<file path="src/rtl/x_cmd_pkg.sv">
// Shared types and constants for the x_ctrl command generator: request ops,
// x_ctrl command opcodes, FSM states and the per-op command byte mux.
package x_cmd_pkg;

    typedef enum logic [2:0] {
        OP_WRITE   = 3'd0,
        OP_READ    = 3'd1,
        OP_PLAY    = 3'd2,
        OP_ADVANCE = 3'd3,
        OP_TOP     = 3'd4
    } op_e;

    typedef enum logic [2:0] {
        S_IDLE,
        S_EMIT,
        S_GAP,
        S_WAIT_RSP,
        S_DONE
    } state_e;

    localparam logic [3:0] CMD_ADDR = 4'h0;
    localparam logic [3:0] CMD_DATA = 4'h1;
    localparam logic [3:0] CMD_WR   = 4'h2;
    localparam logic [3:0] CMD_RD   = 4'h3;
    localparam logic [3:0] CMD_PLAY = 4'h4;
    localparam logic [3:0] CMD_ADV  = 4'h5;
    localparam logic [3:0] CMD_TOP  = 4'h6;

    localparam logic [2:0] N_BYTES_WRITE   = 3'd6;
    localparam logic [2:0] N_BYTES_READ    = 3'd4;
    localparam logic [2:0] N_BYTES_PLAY    = 3'd1;
    localparam logic [2:0] N_BYTES_ADVANCE = 3'd4;
    localparam logic [2:0] N_BYTES_TOP     = 3'd3;

    // Wide enough for the largest response timeout (1023 cycles).
    localparam int TMR_W = 10;

    function automatic logic op_legal(input logic [2:0] op);
        return op <= 3'd4;
    endfunction

    function automatic logic [2:0] byte_count(input op_e op);
        logic [2:0] n;
        case (op)
            OP_WRITE:   n = N_BYTES_WRITE;
            OP_READ:    n = N_BYTES_READ;
            OP_PLAY:    n = N_BYTES_PLAY;
            OP_ADVANCE: n = N_BYTES_ADVANCE;
            OP_TOP:     n = N_BYTES_TOP;
            default:    n = 3'd1;
        endcase
        return n;
    endfunction

    // Byte idx of the command sequence for op, most significant nibble first.
    function automatic logic [7:0] cmd_byte(input op_e op, input logic [2:0] idx,
                                            input logic [15:0] arg, input logic [5:0] data);
        logic [3:0] addr_nib;
        logic [3:0] rate_nib;
        logic [7:0] b;
        case (idx)
            3'd0:    addr_nib = {1'b0, arg[10:8]};
            3'd1:    addr_nib = arg[7:4];
            default: addr_nib = arg[3:0];
        endcase
        case (idx)
            3'd0:    rate_nib = arg[15:12];
            3'd1:    rate_nib = arg[11:8];
            3'd2:    rate_nib = arg[7:4];
            default: rate_nib = arg[3:0];
        endcase
        case (op)
            OP_WRITE: begin
                case (idx)
                    3'd0, 3'd1, 3'd2: b = {CMD_ADDR, addr_nib};
                    3'd3:             b = {CMD_DATA, 2'b00, data[5:4]};
                    3'd4:             b = {CMD_DATA, data[3:0]};
                    default:          b = {CMD_WR, 4'h0};
                endcase
            end
            OP_READ:    b = (idx < 3'd3) ? {CMD_ADDR, addr_nib} : {CMD_RD, 4'h0};
            OP_PLAY:    b = {CMD_PLAY, 4'h0};
            OP_ADVANCE: b = {CMD_ADV, rate_nib};
            OP_TOP:     b = {CMD_TOP, addr_nib};
            default:    b = 8'h00;
        endcase
        return b;
    endfunction

endpackage

</file>
<file path="src/rtl/x_cmd_timer.sv">
// Loadable down-counter shared by the inter-byte gap and the read-response
// timeout; a load takes priority over counting and the count stops at zero.
module x_cmd_timer
    import x_cmd_pkg::*;
(
    input  logic             i_clk,
    input  logic             i_rst,
    input  logic             i_load,
    input  logic [TMR_W-1:0] i_load_val,
    input  logic             i_en,
    output logic             o_zero
);

    logic [TMR_W-1:0] cnt;

    // NOTE: sequential state uses non-blocking assignments so every register
    // samples pre-edge values and simulation matches the synthesized flops.
    always_ff @(posedge i_clk) begin
        if (i_rst) begin
            cnt <= '0;
        end else if (i_load) begin
            cnt <= i_load_val;
        end else if (i_en && cnt != '0) begin
            cnt <= cnt - 1'b1;
        end
    end

    assign o_zero = (cnt == '0);

endmodule

</file>
<file path="src/rtl/x_cmd_gen.sv">
// Serialises one host request at a time into x_ctrl nibble command bytes and,
// for reads, collects the response byte with a timeout.
module x_cmd_gen
    import x_cmd_pkg::*;
#(
    parameter int CMD_GAP     = 0,
    parameter int RSP_TIMEOUT = 255
) (
    input  logic        i_clk,
    input  logic        i_rst,
    input  logic        i_req_valid,
    output logic        o_req_ready,
    input  logic [2:0]  i_req_op,
    input  logic [15:0] i_req_arg,
    input  logic [5:0]  i_req_data,
    output logic        o_cmd_valid,
    output logic [7:0]  o_cmd,
    input  logic        i_rsp_valid,
    input  logic [7:0]  i_rsp,
    output logic        o_done_valid,
    output logic [5:0]  o_done_data,
    output logic        o_done_err
);

    // Timer is loaded with N-1 so the state it guards lasts exactly N cycles.
    localparam logic [TMR_W-1:0] GAP_LOAD = TMR_W'((CMD_GAP > 0) ? CMD_GAP - 1 : 0);
    localparam logic [TMR_W-1:0] TO_LOAD  = TMR_W'(RSP_TIMEOUT - 1);

    state_e           state;
    op_e              op_q;
    logic [15:0]      arg_q;
    logic [5:0]       data_q;
    logic [2:0]       idx_q;
    logic [2:0]       idx_nxt;
    logic [7:0]       next_byte;
    logic             last_byte;
    logic             tmr_load;
    logic             tmr_en;
    logic [TMR_W-1:0] tmr_val;
    logic             tmr_zero;
    logic             unused_rsp_hi;

    assign unused_rsp_hi = ^i_rsp[7:6];
    assign idx_nxt       = idx_q + 3'd1;
    assign next_byte     = cmd_byte(op_q, idx_nxt, arg_q, data_q);
    assign last_byte     = (idx_q == byte_count(op_q) - 3'd1);

    // NOTE: every always_comb output gets a default before any branch, so no
    // path leaves a signal unassigned and no latch is inferred.
    always_comb begin
        tmr_load = 1'b0;
        tmr_en   = 1'b0;
        tmr_val  = '0;
        case (state)
            S_EMIT: begin
                if (last_byte) begin
                    if (op_q == OP_READ) begin
                        tmr_load = 1'b1;
                        tmr_val  = TO_LOAD;
                    end
                end else if (CMD_GAP > 0) begin
                    tmr_load = 1'b1;
                    tmr_val  = GAP_LOAD;
                end
            end
            S_GAP, S_WAIT_RSP: tmr_en = 1'b1;
            default: ;
        endcase
    end

    x_cmd_timer u_timer (
        .i_clk      (i_clk),
        .i_rst      (i_rst),
        .i_load     (tmr_load),
        .i_load_val (tmr_val),
        .i_en       (tmr_en),
        .o_zero     (tmr_zero)
    );

    always_ff @(posedge i_clk) begin
        if (i_rst) begin
            state        <= S_IDLE;
            o_req_ready  <= 1'b1;
            o_cmd_valid  <= 1'b0;
            o_cmd        <= 8'h00;
            o_done_valid <= 1'b0;
            o_done_data  <= 6'd0;
            o_done_err   <= 1'b0;
            op_q         <= OP_WRITE;
            arg_q        <= 16'd0;
            data_q       <= 6'd0;
            idx_q        <= 3'd0;
        end else begin
            case (state)
                S_IDLE: begin
                    if (i_req_valid) begin
                        o_req_ready <= 1'b0;
                        op_q        <= op_e'(i_req_op);
                        arg_q       <= i_req_arg;
                        data_q      <= i_req_data;
                        idx_q       <= 3'd0;
                        if (op_legal(i_req_op)) begin
                            state       <= S_EMIT;
                            o_cmd_valid <= 1'b1;
                            o_cmd       <= cmd_byte(op_e'(i_req_op), 3'd0, i_req_arg, i_req_data);
                        end else begin
                            state        <= S_DONE;
                            o_done_valid <= 1'b1;
                            o_done_data  <= 6'd0;
                            o_done_err   <= 1'b1;
                        end
                    end
                end
                S_EMIT: begin
                    if (last_byte) begin
                        o_cmd_valid <= 1'b0;
                        o_cmd       <= 8'h00;
                        if (op_q == OP_READ) begin
                            state <= S_WAIT_RSP;
                        end else begin
                            state        <= S_DONE;
                            o_done_valid <= 1'b1;
                            o_done_data  <= 6'd0;
                            o_done_err   <= 1'b0;
                        end
                    end else if (CMD_GAP > 0) begin
                        state       <= S_GAP;
                        o_cmd_valid <= 1'b0;
                        o_cmd       <= 8'h00;
                    end else begin
                        o_cmd <= next_byte;
                        idx_q <= idx_nxt;
                    end
                end
                S_GAP: begin
                    if (tmr_zero) begin
                        state       <= S_EMIT;
                        o_cmd_valid <= 1'b1;
                        o_cmd       <= next_byte;
                        idx_q       <= idx_nxt;
                    end
                end
                S_WAIT_RSP: begin
                    // A response on the final wait cycle takes priority over expiry.
                    if (i_rsp_valid) begin
                        state        <= S_DONE;
                        o_done_valid <= 1'b1;
                        o_done_data  <= i_rsp[5:0];
                        o_done_err   <= 1'b0;
                    end else if (tmr_zero) begin
                        state        <= S_DONE;
                        o_done_valid <= 1'b1;
                        o_done_data  <= 6'd0;
                        o_done_err   <= 1'b1;
                    end
                end
                S_DONE: begin
                    state        <= S_IDLE;
                    o_done_valid <= 1'b0;
                    o_done_data  <= 6'd0;
                    o_done_err   <= 1'b0;
                    o_req_ready  <= 1'b1;
                end
                default: state <= S_IDLE;
            endcase
        end
    end

endmodule

</file>
<file path="config.mk">
export PLATFORM = sky130hd
export DESIGN_NAME = x_cmd_gen
export DESIGN_NICKNAME = d
export VERILOG_FILES = /design/src/rtl/x_cmd_pkg.sv /design/src/rtl/x_cmd_timer.sv /design/src/rtl/x_cmd_gen.sv
export SDC_FILE = /design/constraint.sdc
export NUM_CORES = 1
export LEC_CHECK = 0
export CAP_MARGIN = 20
export CORE_ASPECT_RATIO = 1.4
export CORE_UTILIZATION = 40
export CTS_CLUSTER_SIZE = 25
export DETAILED_ROUTE_END_ITERATION = 8
export SYNTH_ARGS = -nofsm -noshare
export SYNTH_HDL_FRONTEND = slang
export SYNTH_SLANG_ARGS = --single-unit
</file>
<file path="constraint.sdc">
create_clock -name i_clk -period 2.3 [get_ports i_clk]
set_input_delay 0.23 -clock i_clk [delete_from_list [all_inputs] [get_ports i_clk]]
set_output_delay 0.23 -clock i_clk [all_outputs]
set_load 0.02 [all_outputs]
</file>
### Yosys cells after proc, flatten, opt, wreduce, memory -nomap -nowiden

Cells that the tools add are included.

* output and inout port bits: 18
* register bits after elaboration: 59

* reductions and logical operators: 22
* equality and inequality tests: 25
* muxes and demuxes: 57
* magnitude comparators: 2
* add/sub/neg operators: 3

Operators with widths (number)
* 8-bit 2-to-1 mux: 7
* 6-bit 2-to-1 mux: 7
* 8-bit case mux with 5 select lines: 1
* 3-bit 2-to-1 mux: 10
* 7-bit case mux with 4 select lines: 1
* 3-bit by 2-bit equality test with 1-bit output, second input constant: 8
* 6-bit case mux with 4 select lines: 1
* 8-bit case mux with 3 select lines: 1
* 10-bit 2-to-1 mux: 2
* 3-bit case mux with 3 select lines: 2
* 6-bit case mux with 3 select lines: 1
* 1-bit 2-to-1 mux: 17
* 2-bit inequality test, second input constant: 7
* 3-bit by 1-bit equality test with 1-bit output, second input constant: 4
* 3-bit equality test, second input constant: 4
* 3-bit logical NOT: 4
* 3-bit case mux with 4 select lines: 1
* 4-bit case mux with 3 select lines: 1
* 4-bit AND reduction: 3
* 10-bit logical NOT: 1
* 10-bit nonzero test: 1
* 10-bit by 1-bit subtractor with 10-bit output, second input constant: 1
* 1-bit case mux with 4 select lines: 2
* 4-bit case mux with 2 select lines: 1
* 17 further kinds: 21

### Depth between registers and ports, before layout

Gate-level depths: netlist of the first run.

* depth in word-level cells: 8
* mapped depth: 8
* gate-level depth less buffers: 7

### Modules after synthesis

A second synthesis of the first run with hierarchy kept.

* cells, all modules: 425
* area, all modules: 3360.7 sq um

Modules (own cells, without submodules)
* x_cmd_gen: cells each 353, area each 2733.9 sq um, instances 1
* x_cmd_timer: cells each 72, area each 626.9 sq um, instances 1

### Worst setup path after synthesis of the first run

OpenSTA, ideal clock, no wires.

* path type: reg-to-reg
* start: register idx_q[0]
* end: register o_cmd[1]
* setup slack: 0.358 ns
* period minus slack after synthesis: 1.942 ns
* data arrival time: 1.806 ns
* setup time: 0.135 ns
* stages on the path, launching flop included: 8
* path through: dfxtp_1 inv_1 ha_1 or3_1 a21oi_1 o22ai_1 a221oi_1 o22ai_1

* longest elaborated chain between the ends: 7

Ends and longest elaborated chain
* start: declaration: RTL line x_cmd_gen.sv:33 `logic [2:0] idx_q;`
* start signal: assignment: RTL line x_cmd_gen.sv:132 `idx_q <= idx_nxt;`
* start signal: assignment: RTL line x_cmd_gen.sv:140 `idx_q <= idx_nxt;`
* 3-bit by 1-bit adder with 3-bit output: RTL line x_cmd_gen.sv:44 `assign idx_nxt = idx_q + 3'd1;`
* 3-bit by 1-bit equality test with 1-bit output, or another cell as far along: RTL line x_cmd_pkg.sv:61, x_cmd_pkg.sv:66, x_cmd_pkg.sv:74
* 4-bit case mux with 2 select lines or 3-bit OR reduction (tied branches): RTL line x_cmd_pkg.sv:61, x_cmd_pkg.sv:74
* 6-bit case mux with 3 select lines or 6-bit 2-to-1 mux (tied branches): RTL line x_cmd_pkg.sv:74, x_cmd_pkg.sv:81
* 8-bit case mux with 5 select lines: RTL line x_cmd_pkg.sv:72 `case (op)`
* 8-bit 2-to-1 mux, on equally long branches: RTL line x_cmd_gen.sv:136, x_cmd_gen.sv:115
* 8-bit case mux with 3 select lines (*): RTL line x_cmd_gen.sv:94 `case (state)`
* end signal: assignment: RTL line x_cmd_gen.sv:105 `o_cmd <= cmd_byte(op_e'(i_req_op), 3'd0, i_req_arg, i_req_data);`
* end signal: assignment: RTL line x_cmd_gen.sv:131 `o_cmd <= next_byte;`
* end signal: assignment: RTL line x_cmd_gen.sv:139 `o_cmd <= next_byte;`
* end: declaration: RTL line x_cmd_gen.sv:17 `output logic [7:0] o_cmd,`

Every way passes the cells marked *; elsewhere a longest branch is shown, timed or not. The select of a mux whose other input is x is not followed.
A chain may end at the register's enable or synchronous reset.

### Worst setup path after layout of the first run

* start: register idx_q[1]
* end: register state[2]

* longest elaborated chain between the ends: 3

Ends and longest elaborated chain
* 3-bit equality test: RTL line x_cmd_gen.sv:46 `assign last_byte = (idx_q == byte_count(op_q) - 3'd1);`
* 2-bit inequality test (no source line)
* 4-bit AND reduction (no source line)
* end signal: assignment: RTL line x_cmd_gen.sv:82 `state <= S_IDLE;`
* end signal: assignment: RTL line x_cmd_gen.sv:103 `state <= S_EMIT;`
* end signal: assignment: RTL line x_cmd_gen.sv:107 `state <= S_DONE;`
* end: declaration: RTL line x_cmd_gen.sv:29 `state_e state;`

Every way passes these cells.

==> impl_metrics.tcl, run 1 <==
set metrics [dict create \
    status "finished clean" \
    ys_seq_elements 58 \
    syn_inst 396 \
    layout_commonest_cell "nand2_1" \
    boundaryPins 55 \
    yosysTopAreaCell "dfxtp_1" \
    switchingPower_uw 828 \
    grt_usage_pct 21.9 \
    tightest_slew_ns 0.580 \
    r2r_slack_ns 0.24 \
    cts_buffer_depth 2 \
    cts_root_buffer "clkbuf_8" \
    drt_iter0_drc 153 \
    fp.coreArea_mm2 0.00770 \
    irDropWorstVdd_uv 408 \
    finalWorstSetupSlack_ns 0.241 \
    netlist_area_mm2 0.00317 \
    drive_gt1_share_pct 12.1 \
    drt-met1-wl_mm 3.47 \
    max_freq_mhz 486 \
    synth_nets 439 \
    area_delta_synth_final_pct 28.1 \
    die_h_um 107 \
    finalHoldViolations 0 \
    firstDrtPassIters 7 \
    layout_common_cells "nand2_1 (73), dfxtp_1 (56), clkdlybuf4s50_1 (50), a21oi_1 (40), buf_4 (27)" \
    fin_worst_skew_ns 0.00521 \
    whs_path_depth 5 \
    num_rows 38 \
    ant_nets 0 \
    p_clk_share_pct 31.0 \
    combPwrFrac_pct 26.0 \
    tns_ns 0 \
    place.detailed.hpwl_mm 6.31 \
    dr_wl_met2_mm 4.39 \
    internal-power_uw 1840 \
    yosysSeqAreaShare_pct 36.7 \
    clkSinkCount 58 \
    grt_max_degree 36 \
    max-slew-margin-rel_pct 61.1 \
    wl_mm 8.49 \
    layout_min_cycle_time_ns 2.06 \
    critPathMaxFanout 9 \
    antenna_cells 0 \
    dp_slack_ns 0.120 \
    gp_congestion 0.856 \
    final_area_mm2 0.00406 \
    drt-wirelength-per-cell_um 15.1 \
    drc 0 \
    reg2regPathDepth 5 \
    rsz0062_at_grt "false" \
    timing.final.crit_share_pct 89.5 \
    die_w_um 77.2 \
    cap_violations 0 \
    nets 500 \
    critPathKind "reg2reg" \
    htree_levels 3 \
    arrival_ns 2.34 \
    hold_class "in2reg" \
    yosys.area.top_type_share_pct 36.7 \
    antenna_found_initial 0 \
    numCtsBuffers 9 \
    die_area_mm2 0.00828 \
    ys_async_sr_fraction_pct 0 \
    placed_area_mm2 0.00387 \
    wl_met3_um 363 \
    synth_enable_flop_cells 0 \
    synth_warnings 0 \
    synth_cell_types 62 \
    initial_core_util_pct 41.1 \
    worstSkewPairLatency_ns 0.34 \
    grt_pass1_wl_mm 14.1 \
    power_density_mw_per_mm2 658 \
    synth_area_per_cell_um2 7.99 \
    p_sw_share_pct 31.0 \
    hold_buffers 0 \
    clkTransAtPathRegs_ns 0.06 \
    routed_via_density 5.52 \
    yosys_most_used_dff "dfxtp_1" \
    crit_required_ns 2.58 \
    start_kind "flip-flop" \
    slew_violations 0 \
    p_seq_share_pct 43.0 \
    routed.top_layer "met4" \
    grt_pass1_vias 2968 \
    dr_total_vias 3097 \
    post_synth_main_area_contributors "dfxtp_1 (37%), nand2_1 (8.7%), a21oi_1 (6.3%)" \
    grt_overflow 0 \
    end_kind "flip-flop" \
    io_buffers 51 \
    leakage_uw 0.00147 \
    cts_tree "yes" \
    fin_util_pct 52.6 \
    finalPower_uw 2670 \
    setup_viol 0 \
]
[sequential cells by signal, summed over array words and instances, names as in the netlist]
name / count
arg_q: 16
data_q: 6
idx_q: 3
o_cmd: 7
o_cmd_valid: 1
o_done_data: 6
o_done_err: 1
o_done_valid: 1
o_req_ready: 1
op_q: 3
state: 3
u_timer.cnt: 10
[power groups by stage]
stage / clock network (uW) / logic (uW) / registers [uW]
floorplan: 0 / 404 / 1180
global placement: 0 / 689 / 1170
detailed placement: 0 / 694 / 1170
CTS: 854 / 696 / 1150
global route: 902 / 767 / 1160
finish: 827 / 694 / 1150
[kinds of logic after synthesis]
group                    share of synthesized area (%)
multiplexers                                      2.21
AO/OA/AOI/OAI                                     25.4
XOR/XNOR                                          3.32
other                                            0.118
AND/OR/NAND/NOR                                   25.0
flip-flops                                        36.7
adder cells (fa/ha/maj)                           2.37
buffers and inverters                             4.94
[metal layers]
metal,vias to the layer above,track usage [%]
li1,1550,-
met1,1445,23.3
met2,84,39.1
met3,18,6.10
met4,0,11.1
met5,-,0
[worst max-delay path, cell delays in order, from the launching register on]
cell	delay [ns]
dfxtp_2	0.37
or4b_1	0.56
a211oi_2	0.32
o31ai_2	0.18
nor3_4	0.35
nor3b_2	0.21
[worst paths after layout]
check | from | endpoint
worst min register to register | o_req_ready | o_req_ready
worst min-delay path | i_rst | o_done_data[5]
worst max-delay path | idx_q[1] | state[2]
worst max register to register | idx_q[1] | state[2]
[per-stage QoR]
stage | instances | hold WS [ns]
finish | 561 | 0.388
global route | 561 | 0.404
CTS | 560 | 0.373
detailed placement | 545 | 0.442
global placement | 545 | 0.441
floorplan | 396 | 0.339
[timing repair]
action	4_1_cts	5_1_grt
setup buffers	0	1
resized for setup	0	3
setup endpoints to repair	0	10
[layout make-up]
cell class	count	area (um^2)
Timing Repair Buffer	78	708
Inverter	10	37.5
Clock inverter	3	15.0
Tap cell	100	125
Sequential cell	58	1160
Fill cell	757	3650
Multi-Input combinational cell	300	1850
Clock buffer	12	155
[Yosys cell counts (8+ instances only)]
| library cell | count |
|---|---|
| nor2_1 | 18 |
| nand2b_1 | 10 |
| nor3_1 | 10 |
| clkbuf_1 | 18 |
| dfxtp_1 | 58 |
| o21ai_0 | 17 |
| inv_1 | 10 |
| nand2_1 | 73 |
| xor2_1 | 8 |
| a21oi_1 | 40 |
| nand3_1 | 8 |
No activity file was read; power rests on OpenSTA's default activity.
==> inputs of run 2 (changes only) <==
--- a/config.mk
+++ b/config.mk
@@ -5,9 +5,11 @@
 export SDC_FILE = /design/constraint.sdc
 export NUM_CORES = 1
 export LEC_CHECK = 0
+export ABC_AREA = 1
 export CAP_MARGIN = 20
 export CORE_ASPECT_RATIO = 1.4
 export CORE_UTILIZATION = 40
+export CTS_CLUSTER_DIAMETER = 150
 export CTS_CLUSTER_SIZE = 25
 export DETAILED_ROUTE_END_ITERATION = 8
 export SYNTH_ARGS = -nofsm -noshare
==> run 2 against run 1 <==
  * Area after synthesis increased by 4.0%
  * First-iteration DRC count decreased by 14%
  * Largest cell class unchanged
  * Critical path depth increased by 6
  * Total power increased by 110%
  * Final area increased by 2.3%
  * Worst setup slack improved by 0.050 ns
  * Highest routed layer unchanged
  * Sequential share of layout area decreased by 0.71 points
  * Wire length decreased by 1.5%
  * Utilization increased by 0.24 points
  * Synthesized cell count increased by 28%
==> impl_metrics.tcl, run 2 <==
set metrics [dict create \
    status "finished clean" \
    yosysTopAreaCell "dfxtp_1" \
    syn_inst 506 \
    yosysSeqAreaShare_pct 35.3 \
    synth_cell_types 38 \
    power_density_mw_per_mm2 1340 \
    drt-wirelength-per-cell_um 12.6 \
    ant_nets 0 \
    fin_cells 663 \
    crit_start "idx_q[0]" \
    r2r_slack_ns 0.29 \
    leakage_uw 0.00194 \
    filler_cell_count 821 \
    worstSkewPairLatency_ns 0.34 \
    ys_async_sr_fraction_pct 0 \
    grt_pass1_vias 3119 \
    ys_seq_elements 58 \
    die_h_um 109 \
    place.detailed.hpwl_mm 6.38 \
    num_rows 38 \
    arrival_ns 2.28 \
    combPwrFrac_pct 52.6 \
    cts_tree "yes" \
    clkSinkCount 58 \
    slew_violations 0 \
    reg.largest.list "arg_q: 16 flops, u_timer.cnt: 10 flops, o_cmd: 7 flops" \
    cpPeakStageDelay_ns 0.44 \
    critPathKind "reg2reg" \
    internal-power_uw 3060 \
    cts_resized 0 \
    numCtsBuffers 9 \
    layout_min_cycle_time_ns 2.01 \
    drive_gt1_share_pct 9.77 \
    max-slew-margin-rel_pct 63.2 \
    netlist_area_mm2 0.00329 \
    whs_path_depth 3 \
    tns_ns 0 \
    start_kind "flip-flop" \
    cp.depth 11 \
    yosys.area.top_type_share_pct 35.3 \
    cp_common_cell "nor2_1" \
    crit_required_ns 2.57 \
    dr_total_vias 3301 \
    routed_via_density 4.98 \
    finalPower_uw 5570 \
    p_clk_share_pct 19.4 \
    end_kind "flip-flop" \
    synth_enable_flop_cells 0 \
    fin_worst_skew_ns 0.00664 \
    top_register "arg_q" \
    cpLargestDelayFamily "simple AND/OR/NAND/NOR gates" \
    r2r_start "idx_q[0]" \
    grt_usage_pct 21.0 \
    antenna_cells 0 \
    cap_violations 0 \
    firstDrtPassIters 4 \
    layout_common_cells "nand2_1 (123), inv_1 (59), dfxtp_1 (58), nand3_1 (56), a21oi_1 (52)" \
    place_inst 647 \
    p_sw_share_pct 45.1 \
    grt_pass1_wl_mm 14.0 \
    synth_area_per_cell_um2 6.50 \
    synth_nets 549 \
    hold_class "in2reg" \
    slowest_stage "dfxtp_1" \
    initial_core_util_pct 41.9 \
    finalHoldViolations 0 \
    p_seq_share_pct 28.0 \
    timing.final.crit_share_pct 87.4 \
    hold_buffers 0 \
    die_w_um 78.7 \
    wl_mm 8.36 \
    max_freq_mhz 498 \
    tightest_slew_ns 0.552 \
    drt_iter0_drc 131 \
    worstHoldStart "i_req_data[3]" \
    rsz0062_at_grt "false" \
    synth_warnings 0 \
    r2r_end "o_cmd[1]" \
    post-synth-top-count-cell "nand2_1" \
    largest_reg_flops 16 \
    yosys_most_used_dff "dfxtp_1" \
    crit_chain "inv_1 > ha_1 > o21ai_2 > nand2_2 > inv_1 > nor2_1 > nor2_1 > nor2_1 > nand2_1 > nand2_1 > a21oi_1" \
    setup_viol 0 \
    fp.coreArea_mm2 0.00785 \
    area_delta_synth_final_pct 26.1 \
    htree_levels 3 \
    reg2regPathDepth 11 \
    boundaryPins 55 \
    nets 601 \
    irDropWorstVdd_uv 611 \
    switchingPower_uw 2510 \
    endpoint "o_cmd[1]" \
    grt_overflow 0 \
    die_area_mm2 0.00860 \
    antenna_found_initial 0 \
    io_buffers 51 \
    yosys-top-cells-count "nand2_1 (123), inv_1 (59), dfxtp_1 (58)" \
    gp_congestion 0.951 \
    clkTransAtPathRegs_ns 0.07 \
    path_buf_inv 2 \
    fin_util_pct 52.9 \
    drc 0 \
    cts_root_buffer "clkbuf_8" \
    layout_commonest_cell "nand2_1" \
    cts_setup_buffers 0 \
    post_synth_main_area_contributors "dfxtp_1 (35%), nand2_1 (14%), nand3_1 (8.5%)" \
    critPathMaxFanout 9 \
    cts_buffer_depth 2 \
    grt_max_degree 32 \
]
==> run 2: tightest hold or removal path, stage by stage <==
cell and delay [ns]:
clkdlybuf4s50_1 0.39, nand2_1 0.06, a21oi_1 0.05
==> run 2: routing by layer <==
metal | wire (um) | vias to the layer above | global-route usage, %
li1 | - | 1736 | -
met1 | 3570 | 1476 | 22.4
met2 | 4250 | 77 | 39.1
met3 | 366 | 12 | 5.39
met4 | 163 | 0 | 8.20
met5 | 0 | - | 0
==> run 2: power by group through the flow <==
stage               Sequential (uW)  Combinational (uW)  Clock [uW]
finish                         1560                2930        1080
global route                   1600                3340        1170
CTS                            1560                2950        1120
detailed placement             1580                2930           0
global placement               1570                2910           0
floorplan                      1600                2170           0
==> run 2: final cells by class <==
class / count / area, um^2 / share of cell area, %
flip-flops and latches: 58 / 1160 / 28.0
repair buffers: 58 / 576 / 13.9
inverters: 71 / 267 / 6.42
clock inverters: 4 / 73.8 / 1.78
clock buffers: 12 / 155 / 3.74
multi-input cells: 360 / 1790 / 43.2
well taps: 100 / 125 / 3.02
==> run 2: worst min path at each step <==
stage / to / slack [ns]
2_1_floorplan: arg_q[11] / 0.37
3_3_place_gp: o_done_err / 0.43
3_5_place_dp: o_done_valid / 0.44
4_1_cts: arg_q[4] / 0.43
5_1_grt: data_q[3] / 0.45
6_report: data_q[3] / 0.45
==> run 2: logic make-up after synthesis <==
| logic type | after synthesis | synth area share, % |
|---|---|---|
| DFF | 58 | 35.3 |
| AOI/OAI and AO/OA | 102 | 16.8 |
| adders and majority gates | 6 | 2.28 |
| xor gates and xnor gates | 3 | 0.799 |
| and+or+nand+nor | 247 | 34.1 |
| buffers and inverters | 88 | 10.3 |
| other | 1 | 0.114 |
| muxes | 1 | 0.418 |
==> run 2: metrics by stage <==
| stage | setup slack [ns] | cell area, um^2 | hold slack [ns] |
|---|---|---|---|
| 2_1_floorplan | 0.520 | 3290 | 0.375 |
| 3_3_place_gp | 0.337 | 3920 | 0.432 |
| 3_5_place_dp | 0.321 | 3920 | 0.440 |
| 4_1_cts | 0.309 | 4150 | 0.428 |
| 5_1_grt | 0.101 | 4150 | 0.446 |
| 6_report | 0.291 | 4150 | 0.447 |
==> inputs of run 3 (changes only) <==
--- a/config.mk
+++ b/config.mk
@@ -6,6 +6,7 @@
 export NUM_CORES = 1
 export LEC_CHECK = 0
 export ABC_AREA = 1
+export ABC_CLOCK_PERIOD_IN_PS = 2300
 export CAP_MARGIN = 20
 export CORE_ASPECT_RATIO = 1.4
 export CORE_UTILIZATION = 40
==> results of run 3 <==
The final DEF is identical to that of run 2; final timing and power are the same.
